### config.mk
export PLATFORM = sky130hd
export DESIGN_NAME = xm_seq_controller
export DESIGN_NICKNAME = d
export VERILOG_FILES = /design/src/rtl/xm_seq_controller.sv
export SDC_FILE = /design/constraint.sdc
export NUM_CORES = 1
export LEC_CHECK = 0
export CELL_PAD_IN_SITES_DETAIL_PLACEMENT = 1
export CELL_PAD_IN_SITES_GLOBAL_PLACEMENT = 2
export CORE_UTILIZATION = 19
export CTS_BUF_LIST = sky130_fd_sc_hd__clkbuf_2 sky130_fd_sc_hd__clkbuf_4 sky130_fd_sc_hd__clkbuf_8
export DETAILED_ROUTE_END_ITERATION = 16
export GPL_ROUTABILITY_DRIVEN = 0
export PLACE_DENSITY_LB_ADDON = 0.1
export SLEW_MARGIN = 30
export SYNTH_ARGS = -nofsm -noshare
export SYNTH_HDL_FRONTEND = slang
export SYNTH_SLANG_ARGS = --single-unit
### constraint.sdc
create_clock -name clk_i -period 1.7 [get_ports clk_i]
set_clock_uncertainty 0.2 [all_clocks]
set_input_delay 0.17 -clock clk_i [delete_from_list [all_inputs] [get_ports clk_i]]
set_output_delay 0.17 -clock clk_i [all_outputs]
set_load 0.005 [all_outputs]
### src/rtl/xm_seq_controller.sv
// xm_seq_controller: multi-cycle instruction sequencer for the X-Makina core.
// Walks each instruction class through fetch, decode, execute, memory-wait and
// write-back states and drives the PC, register-file and memory strobes.
//
// Optional feature macro: XM_CTRL_TIMEOUT_EN (bus-timeout counter, cause 2).
//
// Ports:
//   clk_i, arst_i            clock, synchronous active-high reset
//   memBusy_i                memory not ready (sampled in wait states)
//   intReq_i, intEn_i        interrupt request / enable
//   instOp_i                 decoded instruction class
//   branchRes_i, byteOp_i    branch condition, byte-wide op
//   regAdrA_i, regAdrB_i     decoded register addresses
//   pcWr_o .. byteOp_o       datapath strobes
//   pcSel_o, regWrMode_o     PC source / write-back source
//   regWrAdr_o, regAdrA_o/B  register-file addresses
//   excAck_o, excCause_o     exception entry pulse / latched cause
//   state_o                  current state (debug)
module xm_seq_controller #(
    parameter int unsigned WORD        = 16,
    parameter int unsigned LR          = 5,
    parameter int unsigned PC          = 7,
    parameter int unsigned MEM_TIMEOUT = 15
) (
    input  logic       clk_i,
    input  logic       arst_i,
    input  logic       memBusy_i,
    input  logic       intReq_i,
    input  logic       intEn_i,
    input  logic [3:0] instOp_i,
    input  logic       branchRes_i,
    input  logic       byteOp_i,
    input  logic [2:0] regAdrA_i,
    input  logic [2:0] regAdrB_i,
    output logic       pcWr_o,
    output logic       regWr_o,
    output logic       irWr_o,
    output logic       memEn_o,
    output logic       memRW_o,
    output logic       byteOp_o,
    output logic [1:0] pcSel_o,
    output logic [1:0] regWrMode_o,
    output logic [2:0] regWrAdr_o,
    output logic [2:0] regAdrA_o,
    output logic [2:0] regAdrB_o,
    output logic       excAck_o,
    output logic [1:0] excCause_o,
    output logic [4:0] state_o
);

    typedef enum logic [4:0] {
        StReset      = 5'd0,
        StFetch      = 5'd1,
        StFetchWait  = 5'd2,
        StDecode     = 5'd3,
        StCondBranch = 5'd4,
        StLinkBranch = 5'd5,
        StAlu        = 5'd6,
        StImmLoad    = 5'd7,
        StMemIssue   = 5'd8,
        StMemWait    = 5'd9,
        StMemWb      = 5'd10,
        StSwap       = 5'd11,
        StSwap2      = 5'd12,
        StExcEntry   = 5'd13
    } state_e;

    localparam logic [2:0] LrAdr    = 3'(LR);
    localparam logic [1:0] CauseInt = 2'd0;
    localparam logic [1:0] CauseIll = 2'd1;
`ifdef XM_CTRL_TIMEOUT_EN
    localparam logic [1:0] CauseBus = 2'd2;
    localparam int unsigned CntW    = $clog2(MEM_TIMEOUT + 1);
`endif

    state_e     state_q, state_d;
    logic [1:0] cause_q, cause_d;
    logic       store_q, store_d;   // current memory op is a store
    logic       int_take;
    state_e     end_state;          // successor of any completing instruction

    // Datapath width and PC index are passed through the core unused here.
    logic unused_params;
    assign unused_params = ^{WORD, PC, MEM_TIMEOUT};

`ifdef XM_CTRL_TIMEOUT_EN
    logic [CntW-1:0] cnt_q, cnt_d;
    logic            tmo_hit;
    // Fires on the busy cycle that brings the count up to MEM_TIMEOUT.
    assign tmo_hit = memBusy_i && (cnt_q == CntW'(MEM_TIMEOUT - 1));
`endif

    assign int_take  = intReq_i && intEn_i;
    assign end_state = int_take ? StExcEntry : StFetch;

    always_comb begin
        state_d     = state_q;
        cause_d     = cause_q;
        store_d     = store_q;
        pcWr_o      = 1'b0;
        regWr_o     = 1'b0;
        irWr_o      = 1'b0;
        memEn_o     = 1'b0;
        memRW_o     = 1'b0;
        byteOp_o    = 1'b0;
        pcSel_o     = 2'd0;
        regWrMode_o = 2'b00;
        regWrAdr_o  = regAdrA_i;
        excAck_o    = 1'b0;

        unique case (state_q)
            StReset: state_d = StFetch;
            StFetch: begin
                memEn_o = 1'b1;
                pcWr_o  = 1'b1;
                state_d = StFetchWait;
            end
            StFetchWait: begin
                if (!memBusy_i) begin
                    irWr_o  = 1'b1;
                    state_d = StDecode;
                end
`ifdef XM_CTRL_TIMEOUT_EN
                else if (tmo_hit) begin
                    state_d = StExcEntry;
                    cause_d = CauseBus;
                end
`endif
            end
            StDecode: begin
                store_d = (instOp_i == 4'd4) || (instOp_i == 4'd6);
                case (instOp_i)
                    4'd0:                      state_d = StCondBranch;
                    4'd1:                      state_d = StLinkBranch;
                    4'd2:                      state_d = StAlu;
                    4'd3, 4'd4, 4'd5, 4'd6:    state_d = StMemIssue;
                    4'd7:                      state_d = StImmLoad;
                    4'd8:                      state_d = StSwap;
                    default: begin
                        state_d = StExcEntry;
                        cause_d = CauseIll;
                    end
                endcase
            end
            StCondBranch: begin
                pcSel_o = 2'd1;
                pcWr_o  = branchRes_i;
                state_d = end_state;
            end
            StLinkBranch: begin
                pcSel_o     = 2'd1;
                pcWr_o      = 1'b1;
                regWr_o     = 1'b1;
                regWrAdr_o  = LrAdr;
                regWrMode_o = 2'b11;
                state_d     = end_state;
            end
            StAlu: begin
                regWr_o = 1'b1;
                state_d = end_state;
            end
            StImmLoad: begin
                regWr_o     = 1'b1;
                regWrMode_o = 2'b10;
                state_d     = end_state;
            end
            StMemIssue: begin
                memEn_o  = 1'b1;
                memRW_o  = store_q;
                byteOp_o = byteOp_i;
                state_d  = StMemWait;
            end
            StMemWait: begin
                if (!memBusy_i) begin
                    state_d = store_q ? end_state : StMemWb;
                end
`ifdef XM_CTRL_TIMEOUT_EN
                else if (tmo_hit) begin
                    state_d = StExcEntry;
                    cause_d = CauseBus;
                end
`endif
            end
            StMemWb: begin
                regWr_o     = 1'b1;
                regWrMode_o = 2'b01;
                byteOp_o    = byteOp_i;
                state_d     = end_state;
            end
            StSwap: begin
                regWr_o    = 1'b1;
                regWrAdr_o = regAdrA_i;
                state_d    = StSwap2;
            end
            StSwap2: begin
                regWr_o    = 1'b1;
                regWrAdr_o = regAdrB_i;
                state_d    = end_state;
            end
            StExcEntry: begin
                regWr_o     = 1'b1;
                regWrAdr_o  = LrAdr;
                regWrMode_o = 2'b11;
                pcSel_o     = 2'd2;
                pcWr_o      = 1'b1;
                excAck_o    = 1'b1;
                state_d     = StFetch;
            end
            default: state_d = StReset;
        endcase

        // Interrupt cause is only recorded when an instruction end actually vectors.
        if (state_d == StExcEntry && state_q != StDecode && state_q != StFetchWait &&
            state_q != StMemWait) begin
            cause_d = CauseInt;
        end
        if (state_q == StMemWait && state_d == StExcEntry && !memBusy_i) begin
            cause_d = CauseInt;
        end
    end

`ifdef XM_CTRL_TIMEOUT_EN
    always_comb begin
        cnt_d = cnt_q;
        if ((state_q == StFetchWait || state_q == StMemWait) && memBusy_i) begin
            cnt_d = cnt_q + 1'b1;
        end
        if (state_d != state_q && (state_d == StFetchWait || state_d == StMemWait)) begin
            cnt_d = '0;
        end
    end

    always_ff @(posedge clk_i) begin
        if (arst_i) begin
            cnt_q <= '0;
        end else begin
            cnt_q <= cnt_d;
        end
    end
`endif

    always_ff @(posedge clk_i) begin
        if (arst_i) begin
            state_q <= StReset;
            cause_q <= CauseInt;
            store_q <= 1'b0;
        end else begin
            state_q <= state_d;
            cause_q <= cause_d;
            store_q <= store_d;
        end
    end

    assign regAdrA_o  = regAdrA_i;
    assign regAdrB_o  = regAdrB_i;
    assign excCause_o = cause_q;
    assign state_o    = state_q;

endmodule
Yosys cells after proc, flatten, opt, wreduce, memory -nomap -nowiden
Index checks and enable logic that the tools add are counted.
{"block": "totals", "out_inout_bits": 27, "wordCells": 68, "reg_bits": 7, "input_bits": 17}
{"block": "classes", "muxes": 17, "eq_ne": 25, "n_bitwise": 1, "n_reduce_logical": 22}
{"op": "5-bit case mux with 8 select lines", "n": 1}
{"op": "5-bit by 4-bit == test with 1-bit output (second input constant)", "n": 7}
{"op": "4-bit case mux with 6 select lines", "n": 1}
{"op": "5-bit by 3-bit == test with 1-bit output (second input constant)", "n": 4}
{"op": "4-bit by 3-bit == test with 1-bit output (second input constant)", "n": 4}
{"op": "5-bit by 2-bit == test with 1-bit output (second input constant)", "n": 2}
{"op": "5-bit two-way mux", "n": 2}
{"op": "5-bit by 2-bit inequality test with 1-bit output (second input constant)", "n": 2}
{"op": "2-bit OR reduction", "n": 5}
{"op": "9-bit OR reduction", "n": 1}
{"op": "4-bit by 2-bit == test with 1-bit output (second input constant)", "n": 2}
{"op": "4-bit two-way mux", "n": 2}
{"op": "1-bit two-way mux", "n": 7}
{"op": "7-bit OR reduction", "n": 1}
{"op": "1-bit logical AND", "n": 6}
{"op": "2-bit case mux with 3 select lines", "n": 1}
{"op": "3-bit case mux with 2 select lines", "n": 1}
{"op": "3-bit OR reduction", "n": 2}
{"op": "6-bit OR reduction", "n": 1}
{"op": "5-bit by 1-bit == test with 1-bit output (second input constant)", "n": 1}
{"op": "5-bit zero test", "n": 1}
{"op": "5-bit by 4-bit inequality test with 1-bit output (second input constant)", "n": 1}
{"op": "4-bit by 1-bit == test with 1-bit output (second input constant)", "n": 1}
{"op": "4-bit == test (second input constant)", "n": 1}
{"op": "other kinds (8)", "n": 8}

Longest topological paths before layout
{"block": "depth", "ltp_word": 10, "mapped_depth": 6, "depth_no_buf": 5}

Worst setup path before layout
Ideal clock, no wire load.
{"block": "synth_timing", "path_type": "register to output", "start": "register state_q[0] (netlist: state_o[0])", "end": "output pcSel_o[1]", "arrival_time_ps": 1323, "path_buffers": 2, "required_time_ps": 1330, "path_slack_ps": 7, "path_stages_with_launch": 5, "cell_sequence": "dfxtp_1 > clkbuf_1 > nand2_1 > nor4_1 > buf_4"}
{"block": "synth_between", "elab_chain_len": 3, "elab_cells_between_ends": 5, "cone_classes": "3 x eq/ne; 1 x mux; 1 x reduce/logical"}
{"item": "start: declaration", "line_no": "76", "rtl": "state_e state_q, state_d;"}
{"item": "start signal: assignment", "line_no": "244", "rtl": "state_q <= StReset;"}
{"item": "start signal: assignment", "line_no": "248", "rtl": "state_q <= state_d;"}
{"item": "5-bit by 3-bit == test with 1-bit output", "line_no": "111", "rtl": "unique case (state_q)"}
{"item": "2-bit OR reduction (no source line)"}
{"item": "2-bit case mux with 2 select lines *", "line_no": "111"}
{"item": "end: declaration", "line_no": "41", "rtl": "output logic [1:0] pcSel_o,"}
Every way passes the cells marked *; elsewhere a longest branch is shown, timed or not.

Worst setup path in the final report
{"block": "layout_timing", "start": "register state_q[2] (netlist: state_o[2])", "end": "output memEn_o"}
{"block": "layout_between", "elab_chain_len": 3, "elab_cells_between_ends": 4, "cone_classes": "2 x eq/ne; 1 x mux; 1 x reduce/logical"}
{"item": "5-bit by 4-bit == test with 1-bit output or 5-bit by 1-bit == test with 1-bit output (tied branches)", "line_no": "111"}
{"item": "2-bit OR reduction (no source line) *"}
{"item": "1-bit two-way mux *", "line_no": "111"}
{"item": "end: declaration", "line_no": "38", "rtl": "output logic memEn_o,"}
Marks and branches as above.

==> reports/results.ini <==
[route]
ant_nets = 0
met1Wirelength_mm = 1.66
wire_per_inst_um = 15.7
top_layer = met4
wl_met2_mm = 1.97
drtIter0Drc = 16
wl_met3_um = 136
totalWireLength_mm = 3.80
dr.pass1.iters = 3
drc_errors = 0
dr_total_vias = 1146
vias_per_cell = 4.74

[worst_setup_path]
cp.arrival_ns = 1.35
cp.depth = 5
path_cells = buf_8 -> buf_6 -> buf_4 -> nor4_2 -> buf_2
worstPathMaxFanout = 5
cp_top_family = buffers and inverters
crit_buf_inv = 4
rr_worst_depth = 7
crit_path_start_kind = register
cp-end-kind = output pin
cp_slowest_cell = dfxtp_4
path_class = reg -> out
required_ns = 1.33
cpPeakStageDelay_ns = 0.35

[floorplanning]
ioPinCount = 44
dieWidth_um = 65.5
num_rows = 22
initial_utilization_pct = 20.3
design.die.area_mm2 = 0.00429
die_height_um = 65.5
core_area_mm2 = 0.00377

[power]
finalPower_uw = 644
switching_power_uw = 172
intPower_uw = 472
power_per_cell_area_mw_per_mm2 = 354
seqPwrFrac_pct = 26.0
combPwrFrac_pct = 34.0
vdd_ir_drop_max_mv = 0.588
swShare_pct = 26.7
clkPwrFrac_pct = 40.0
leakagePower_uw = 0.000840

[clock_network]
cts_hold_buf = 0
clk_latency_ns = 0.23
cts_tree = built
cts_inserted_buffers = 3
clk_path_buf_depth = 2
cts_max_level = 1
cts_sinks = 7
cts-root-buf = clkbuf_8
clk_pin_slew_ns = 0.04

[logic_synthesis]
syn_avg_cell_area_um2 = 7.03
synth_edf_count = 0
ys_async_sr_fraction_pct = 0
synthCells = 109
synth_top_cell_by_area = dfxtp_1
synthDistinctLibCells = 45
ys_top_cells_by_area = dfxtp_1 (18%), buf_4 (7.8%), nor2_1 (7.4%)
seq_area_frac_synth_pct = 18.3
ys_warn_count = 0
ys_ff_latch = 7
netlist.area_leader.share_pct = 18.3
netlist_area_um2 = 766
synth_ff_type = dfxtp_1

[outcome]
violations = setup timing
status = finished, violations left

[timing]
setup_viol = 5
period_share_pct = 101
setup_tns_ns = -0.0609
final.setup.worst_slack_ns = -0.0181
min_period_ns = 1.72
rsz0062_at_grt = yes
fmax_mhz = 582
maxSlewViolCount = 0
hold_violations = 0

[grt]
grt_pass1_wl_mm = 5.75
grt_pass1_vias = 1232
grt_util_all_layers_pct = 17.4
overflow = 0
antenna_found_initial = 0
grt_max_degree = 16

[final_layout]
drive_above_1_share_pct = 54.1
antenna_cells = 0
regArea_um2 = 156
fin_nets = 212
multi_input_area_um2 = 683
fillCellCount = 437
syn_to_final_growth_pct = 138

[placement]
dpl.hpwl_mm = 2.52
io_buffers = 42

[job]
maxCapViolations = 0

[hold_path]
min_delay_path_depth = 2
hold_class = reg -> reg

-- logic make-up (layout without fill, tap and decap cells) --
| logic type | after synthesis | count (layout) | synth area share [%] |
|---|---|---|---|
| other cells | 1 | 2 | 0.490 |
| xor+xnor | 4 | 4 | 4.57 |
| compound gates | 31 | 31 | 28.1 |
| buf+inv | 19 | 103 | 14.7 |
| flops | 7 | 7 | 18.3 |
| mux | 2 | 2 | 2.78 |
| simple gates | 45 | 45 | 31.0 |
-- power groups by stage --
stage	registers [uW]	logic (uW)	clock network (uW)
finish	168	219	258
CTS	167	204	262
detailed placement	173	183	0
floorplan	175	69.3	0
global placement	173	181	0
global route	168	234	280
-- metal layers --
metal,GRT usage (%),vias to the layer above
met3,2.43,4
met2,33.2,32
met1,19.9,548
met5,0,-
li1,-,562
met4,4.35,0
-- synth_stat cells, types with 2 or more instances --
cell,number
nand4b_1,2
nor2_1,15
inv_1,2
or3_1,2
nor3_1,3
inv_2,2
buf_4,8
a31oi_1,4
buf_2,3
a21oi_1,6
nor4_1,3
o21ai_0,6
nand2_1,6
xnor2_1,4
clkbuf_1,2
nand3_1,2
o22a_1,2
dfxtp_1,7
and3_1,4
-- worst paths after layout --
check / to / startpoint / slack (ns)
hold / removal: excCause_o[0] / excCause_o[0] / 0.38
setup / recovery: memEn_o / state_o[2] / -0.02
setup reg to reg: excCause_o[0] / state_o[0] / -0.01
hold reg to reg: excCause_o[0] / excCause_o[0] / 0.38
-- metrics by stage --
step | std cells | util [%] | setup slack [ns] | hold slack, ns | area (um2)
3_5_place_dp | 222 | 37.9 | -0.274 | 0.383 | 1430
3_3_place_gp | 222 | 37.9 | -0.273 | 0.377 | 1430
4_1_cts | 240 | 45.2 | -0.0624 | 0.390 | 1700
2_1_floorplan | 110 | - | 0.00748 | 0.0346 | 769
5_1_grt | 242 | 48.2 | -0.0880 | 0.429 | 1820
6_report | 242 | 48.2 | -0.0181 | 0.380 | 1820
-- sequential cells by signal, summed over array words and instances, names as in the netlist --
register    flops
state_o         5
excCause_o      1
store_q         1
-- layout make-up --
| class | count | area share [%] |
|---|---|---|
| multi-input cells | 84 | 37.6 |
| inverters | 4 | 1.51 |
| clock buffers | 4 | 2.68 |
| flip-flops and latches | 7 | 8.60 |
| repair buffers | 95 | 46.4 |
| well taps | 48 | 3.30 |
-- worst min-delay path: cells and delay by family, from the launching register on --
kind	cells	cell delay [ns]
AOI/OAI and AO/OA	2	0.23
DFF	1	0.30
-- repair_timing --
action,4_1_cts,5_1_grt
pin swaps,9,21
endpoints found under the setup margin,20,16
setup buffers,14,3
resized for setup,92,33
-- layout by cell type (no fill, tap or decap), types with 2 or more instances in the layout --
| cell | synthesis | layout |
|---|---|---|
| o21ai_2 | 0 | 2 |
| nand3_1 | 2 | 2 |
| buf_6 | 1 | 16 |
| or3_4 | 1 | 2 |
| xnor2_1 | 4 | 3 |
| clkdlybuf4s50_1 | 0 | 25 |
| clkbuf_8 | 0 | 3 |
| o22a_1 | 2 | 2 |
| dlymetal6s2s_1 | 0 | 3 |
| nor2_4 | 0 | 4 |
| and3_1 | 4 | 3 |
| dlygate4sd2_1 | 0 | 2 |
| nor3_2 | 0 | 2 |
| a211oi_2 | 1 | 2 |
| nor2_1 | 15 | 9 |
| dfxtp_4 | 0 | 4 |
| inv_6 | 0 | 2 |
| nor2_2 | 1 | 3 |
| nor4_2 | 0 | 2 |
| a31oi_1 | 4 | 4 |
| buf_4 | 8 | 35 |
| nand4b_1 | 2 | 2 |
| conb_1 | 1 | 2 |
| dfxtp_1 | 7 | 2 |
| o21ai_1 | 1 | 2 |
| nand2_1 | 6 | 4 |
| o21ai_0 | 6 | 3 |
| buf_2 | 3 | 10 |
| a21oi_1 | 6 | 6 |
| clkbuf_2 | 0 | 2 |
No activity file was read; power rests on OpenSTA's default activity.
